File: src/rtl/culsans_exit_ctrl.sv
// End-of-simulation controller: latches a software tohost exit code or a
// watchdog timeout code and presents it on exit_o as {code, done}.
module culsans_exit_ctrl #(
  parameter int unsigned AddrWidth     = 12,
  parameter logic [63:0] TimeoutCycles = 64'd10_000_000,
  parameter logic [30:0] TimeoutCode   = 31'h7EAD
) (
  input  logic                 clk_i,
  input  logic                 rst_ni,
  input  logic                 req_i,
  input  logic                 we_i,
  input  logic [AddrWidth-1:0] addr_i,
  input  logic [63:0]          wdata_i,
  input  logic [7:0]           be_i,
  output logic                 gnt_o,
  output logic                 rvalid_o,
  output logic [63:0]          rdata_o,
  output logic [31:0]          exit_o
);

  // state   | meaning
  // RUN     | simulation running, cycle counter and watchdog active
  // DONE_SW | software wrote a terminating tohost word (sticky)
  // DONE_TO | watchdog expired before software finished (sticky)
  typedef enum logic [1:0] {RUN, DONE_SW, DONE_TO} state_t;

  localparam int unsigned WW = AddrWidth - 3;

  state_t        state;
  logic [63:0]   tohost;
  logic [63:0]   cycle;
  logic          wd_en;
  logic [30:0]   code;

  logic [WW-1:0] word;
  logic [63:0]   bmask;
  logic [63:0]   tohost_next;
  logic [63:0]   rdata_mux;
  logic          wr, rd;
  logic          sel_tohost, sel_ctrl, sel_cycle, sel_status;
  logic          tohost_wr, ctrl_wr, kick, sw_term, wd_fire;

  assign gnt_o = req_i;
  assign word  = addr_i[AddrWidth-1:3];
  assign wr    = req_i & we_i;
  assign rd    = req_i & ~we_i;

  assign sel_tohost = (word == WW'(0));
  assign sel_ctrl   = (word == WW'(1));
  assign sel_cycle  = (word == WW'(2));
  assign sel_status = (word == WW'(3));

  always_comb begin
    bmask = '0;
    for (int i = 0; i < 8; i++) bmask[i*8 +: 8] = {8{be_i[i]}};
  end

  assign tohost_next = (tohost & ~bmask) | (wdata_i & bmask);
  assign tohost_wr   = wr & sel_tohost & (|be_i);
  assign ctrl_wr     = wr & sel_ctrl & be_i[0];
  assign kick        = ctrl_wr & wdata_i[1] & (state == RUN);
  assign sw_term     = tohost_wr & tohost_next[0] & (state == RUN);
  // Software termination is evaluated first, so it wins a same-cycle expiry.
  assign wd_fire     = (state == RUN) & wd_en & (TimeoutCycles != 64'd0) &
                       (cycle == TimeoutCycles - 64'd1);

  always_comb begin
    rdata_mux = '0;
    if (sel_tohost)      rdata_mux = tohost;
    else if (sel_ctrl)   rdata_mux = {63'd0, wd_en};
    else if (sel_cycle)  rdata_mux = cycle;
    else if (sel_status) rdata_mux = {31'd0, code, state == DONE_TO, state != RUN};
  end

  always_ff @(posedge clk_i or negedge rst_ni) begin
    if (!rst_ni) begin
      state    <= RUN;
      tohost   <= '0;
      cycle    <= '0;
      wd_en    <= 1'b1;
      code     <= '0;
      rvalid_o <= 1'b0;
      rdata_o  <= '0;
      exit_o   <= '0;
    end else begin
      rvalid_o <= req_i;
      if (rd) rdata_o <= rdata_mux;
      if (tohost_wr) tohost <= tohost_next;
      if (ctrl_wr) wd_en <= wdata_i[0];

      // Counter freezes on the terminating edge too, so it reads TimeoutCycles-1.
      if (kick)
        cycle <= '0;
      else if (state == RUN && !sw_term && !wd_fire && cycle != '1)
        cycle <= cycle + 64'd1;

      case (state)
        RUN: begin
          if (sw_term) begin
            state  <= DONE_SW;
            code   <= tohost_next[31:1];
            exit_o <= {tohost_next[31:1], 1'b1};
          end else if (wd_fire) begin
            state  <= DONE_TO;
            code   <= TimeoutCode;
            exit_o <= {TimeoutCode, 1'b1};
          end
        end
        default: state <= state;
      endcase
    end
  end

endmodule

File: config.mk
export PLATFORM = sky130hd
export DESIGN_NAME = culsans_exit_ctrl
export DESIGN_NICKNAME = d
export VERILOG_FILES = /design/src/rtl/culsans_exit_ctrl.sv
export SDC_FILE = /design/constraint.sdc
export NUM_CORES = 1
export LEC_CHECK = 0
export CAP_MARGIN = 20
export CORE_MARGIN = 3
export CORE_UTILIZATION = 45
export DETAILED_ROUTE_END_ITERATION = 16
export DONT_BUFFER_PORTS = 1
export GPL_TIMING_DRIVEN = 0
export PLACE_DENSITY = 0.61
export SETUP_SLACK_MARGIN = 0.3
export SLEW_MARGIN = 20
export SYNTH_ARGS = -nofsm -noshare
export SYNTH_HDL_FRONTEND = slang
export SYNTH_SLANG_ARGS = --single-unit
File: constraint.sdc
create_clock -name clk_i -period 3.7 [get_ports clk_i]
set_input_delay 0.37 -clock clk_i [delete_from_list [all_inputs] [get_ports clk_i]]
set_output_delay 0.37 -clock clk_i [all_outputs]
set_load 0.02 [all_outputs]
==> impl_metrics.json <==
{
  "status": "finished with violations",
  "violations": "hold timing",
  "syn-instance-count": 1085,
  "setup-violations-final": 0,
  "dr_total_vias": 9927,
  "synthArstFlopShare": 1.00,
  "syn_nets": 1174,
  "die_x_um": 164,
  "hold_slack_ns": -0.473,
  "unrepaired_setup_endpoints_after_global_routing": "true",
  "end_point_of_the_critical_path": "cycle[19]",
  "drc": 0,
  "element_type_at_the_critical_path_start": "register",
  "total_leakage_power_nw": 5.63,
  "rr_startpoint": "cycle[52]",
  "synth_cell_types": 54,
  "clock_tree.root_cell": "clkbuf_16",
  "cts_max_path_buffers": 3,
  "grt.met2_usage": 0.427,
  "globalRouteMet3Util": 0.0618,
  "critPathRequiredTime_ns": 4.13,
  "clk-insertion-delay-late_ns": 0.54,
  "port-buffer-count": 0,
  "cts.clk_slew.worst_paths_ns": 0.06,
  "syn_to_final_growth_pct": 18.5,
  "slew_violations": 0,
  "sequential_share_of_the_synthesized_area": 0.507,
  "mostFrequentLayoutCell": "dfrtp_1",
  "start_util": 0.460,
  "hp-class": "primary input to asynchronous set/reset pin",
  "use_met1": 0.375,
  "worst_slew_margin_relative_to_its_limit": 0.222,
  "cts_tree": "done",
  "crit_path_class": "register to register",
  "antenna-diode-count": 0,
  "core_region_area_mm2": 0.0245,
  "reg2regPathDepth": 9,
  "h-tree-depth": 1,
  "avgViaCountPerCell": 6.51,
  "clock.fmax_mhz": 300,
  "power.internal_mw": 4.35,
  "final.period_utilization": 0.901,
  "post_synth.cell_area_avg_um2": 10.4,
  "p_switching_mw": 1.12,
  "worstMarginPinSlew_ns": 1.16,
  "warnings_synthesis": 0,
  "comb_power_share": 0.025,
  "timing.max_cap.violations": 0,
  "power_density_mw_per_mm2": 410,
  "synth_area_mm2": 0.0113,
  "total_design_power_mw": 5.47,
  "cp_data_arrival_time_ns": 3.76,
  "critPathCaptureType": "register",
  "startpoint": "cycle[52]",
  "regToRegEndpoint": "cycle[19]",
  "final_layout_size_suffix_gt1_frac": 0.128,
  "antenna_found_initial": 0,
  "die_y_um": 164,
  "peakVddDrop_mv": 0.333,
  "place.detailed.hpwl_mm": 25.3,
  "gp_congestion": 0.912,
  "clock_sinks": 228,
  "grt_pass1_vias": 9691,
  "routed_wire_length_per_instance_um": 24.5,
  "grt_remaining_overflow": 0,
  "final-hold-violation-count": 228,
  "floorplan.rows": 57,
  "pwr-share-seq": 0.458,
  "number_of_synthesized_flops_with_an_enable_pin": 0,
  "num_io_pins": 186,
  "critical_path.max_fanout": 10,
  "max_clock_skew_ns": 0.0159,
  "synth_ff_type": "dfrtp_1",
  "antenna_violating_nets_post_route": 0,
  "detailedRoute.firstPassIterationCount": 8,
  "layout.nets": 1271,
  "timing.final.crit_period_ns": 3.33,
  "pwr-share-clk": 0.518,
  "cts_inserted_buffers": 26,
  "grt_start_max_net_pins": 229,
  "hold_buffers": 65,
  "global_route.peak_usage_layer": "met2",
  "grt_usage": 0.272,
  "regToRegSetupSlack_ns": 0.37,
  "die_area_mm2": 0.0269,
  "route.final.wire_length_mm": 37.4,
  "grt_first_pass_wirelength_mm": 57.3,
  "netSwitchingFraction": 0.205,
  "final_cell_mix": "dfrtp_1 (227), nand2_1 (112), clkbuf_1 (68), o21ai_0 (68), mux2_2 (66)",
  "drt-initial-drc-count": 1194,
  "fillCellCount": 2167,
  "synth-seq-cells": 228
}
-- through the flow --
| stage | instances | TNS, ns | utilization | setup WS (ns) | area [um^2] |
|---|---|---|---|---|---|
| after floorplan | 1085 | 0 | - | 0.823 | 11300 |
| after global placement | 1409 | -10.95 | 0.477 | -0.343 | 11700 |
| after detailed placement | 1412 | 0 | 0.479 | 0.0464 | 11700 |
| after CTS | 1524 | 0 | 0.544 | 0.336 | 13300 |
| after global routing | 1525 | 0 | 0.545 | 0.268 | 13300 |
| final | 1525 | 0 | 0.545 | 0.366 | 13300 |
-- worst max-delay path: stages (launching register included) --
cell	delay (ns)
dfrtp_1	0.36
clkbuf_2	0.20
or4_1	0.54
or4_1	0.57
or4_4	0.57
o21ai_4	0.31
buf_6	0.22
buf_6	0.18
nor4_1	0.07
o21a_1	0.19
-- worst min-delay path by stage --
stage	depth (start not counted)	slack, ns	endpoint
2_1_floorplan	0	0.07	asynchronous set/reset pin
3_3_place_gp	0	0.09	rdata_o[19]
3_5_place_dp	0	0.08	rdata_o[19]
4_1_cts	0	-0.48	rdata_o[19]
5_1_grt	0	-0.48	rdata_o[19]
6_report	0	-0.47	rdata_o[19]
-- layout make-up --
| class | instances | area, um^2 | area share |
|---|---|---|---|
| inverter | 5 | 18.8 | 0.00141 |
| multi-input combinational | 764 | 5180 | 0.388 |
| buffer | 88 | 414 | 0.0311 |
| clock buffer | 39 | 771 | 0.0578 |
| timing repair buffer | 69 | 678 | 0.0508 |
| tap | 324 | 405 | 0.0304 |
| clock inverter | 8 | 168 | 0.0126 |
| sequential | 228 | 5710 | 0.428 |
-- cells by family after synthesis --
kind of cell	after synthesis	share of synthesized area
AND/OR/NAND/NOR	387	0.187
AO/OA/AOI/OAI	270	0.165
flip-flops	228	0.507
multiplexers	106	0.102
buffers and inverters	93	0.0377
adder cells (fa/ha/maj)	1	0.00111
-- metal layers --
metal	vias up	wire [um]
met5	-	0
met4	0	1300
met1	4940	15700
met3	89	3410
li1	4398	-
met2	500	16900
-- power groups by stage --
stage	logic [mW]	registers [mW]	clock network [mW]
after floorplan	0.0552	2.55	0
after global placement	0.0765	2.55	0
after detailed placement	0.0775	2.55	0
after CTS	0.134	2.51	2.87
after global routing	0.146	2.50	2.96
final	0.134	2.51	2.83
-- Yosys cell counts (all sizes together), types with 4 or more instances --
cell type / count / area share
a21oi: 45 / 0.020
a222oi: 32 / 0.028
a22oi: 31 / 0.021
and2: 8 / 0.0044
and3: 17 / 0.0094
and4: 9 / 0.0070
buf: 20 / 0.013
clkbuf: 68 / 0.023
dfrtp: 227 / 0.50
inv: 5 / 0.0017
mux2: 66 / 0.066
mux2i: 40 / 0.036
nand2: 112 / 0.037
nand2b: 12 / 0.0067
nand3: 35 / 0.016
nand4: 39 / 0.022
nor2: 28 / 0.0093
nor3: 21 / 0.0098
nor4: 46 / 0.026
nor4b: 4 / 0.0031
o211ai: 4 / 0.0027
o21a: 11 / 0.0073
o21ai: 79 / 0.036
o2bb2ai: 20 / 0.016
o31a: 11 / 0.0086
o31ai: 21 / 0.014
or3: 12 / 0.0067
or4: 33 / 0.022
-- what timing repair did --
item	in CTS	in global routing
setup endpoints to repair	31	42
resized for setup	4	9
setup buffers	0	1
hold endpoints to repair	294	228
pin swaps	0	2
Power figures use the tool's default switching activity.
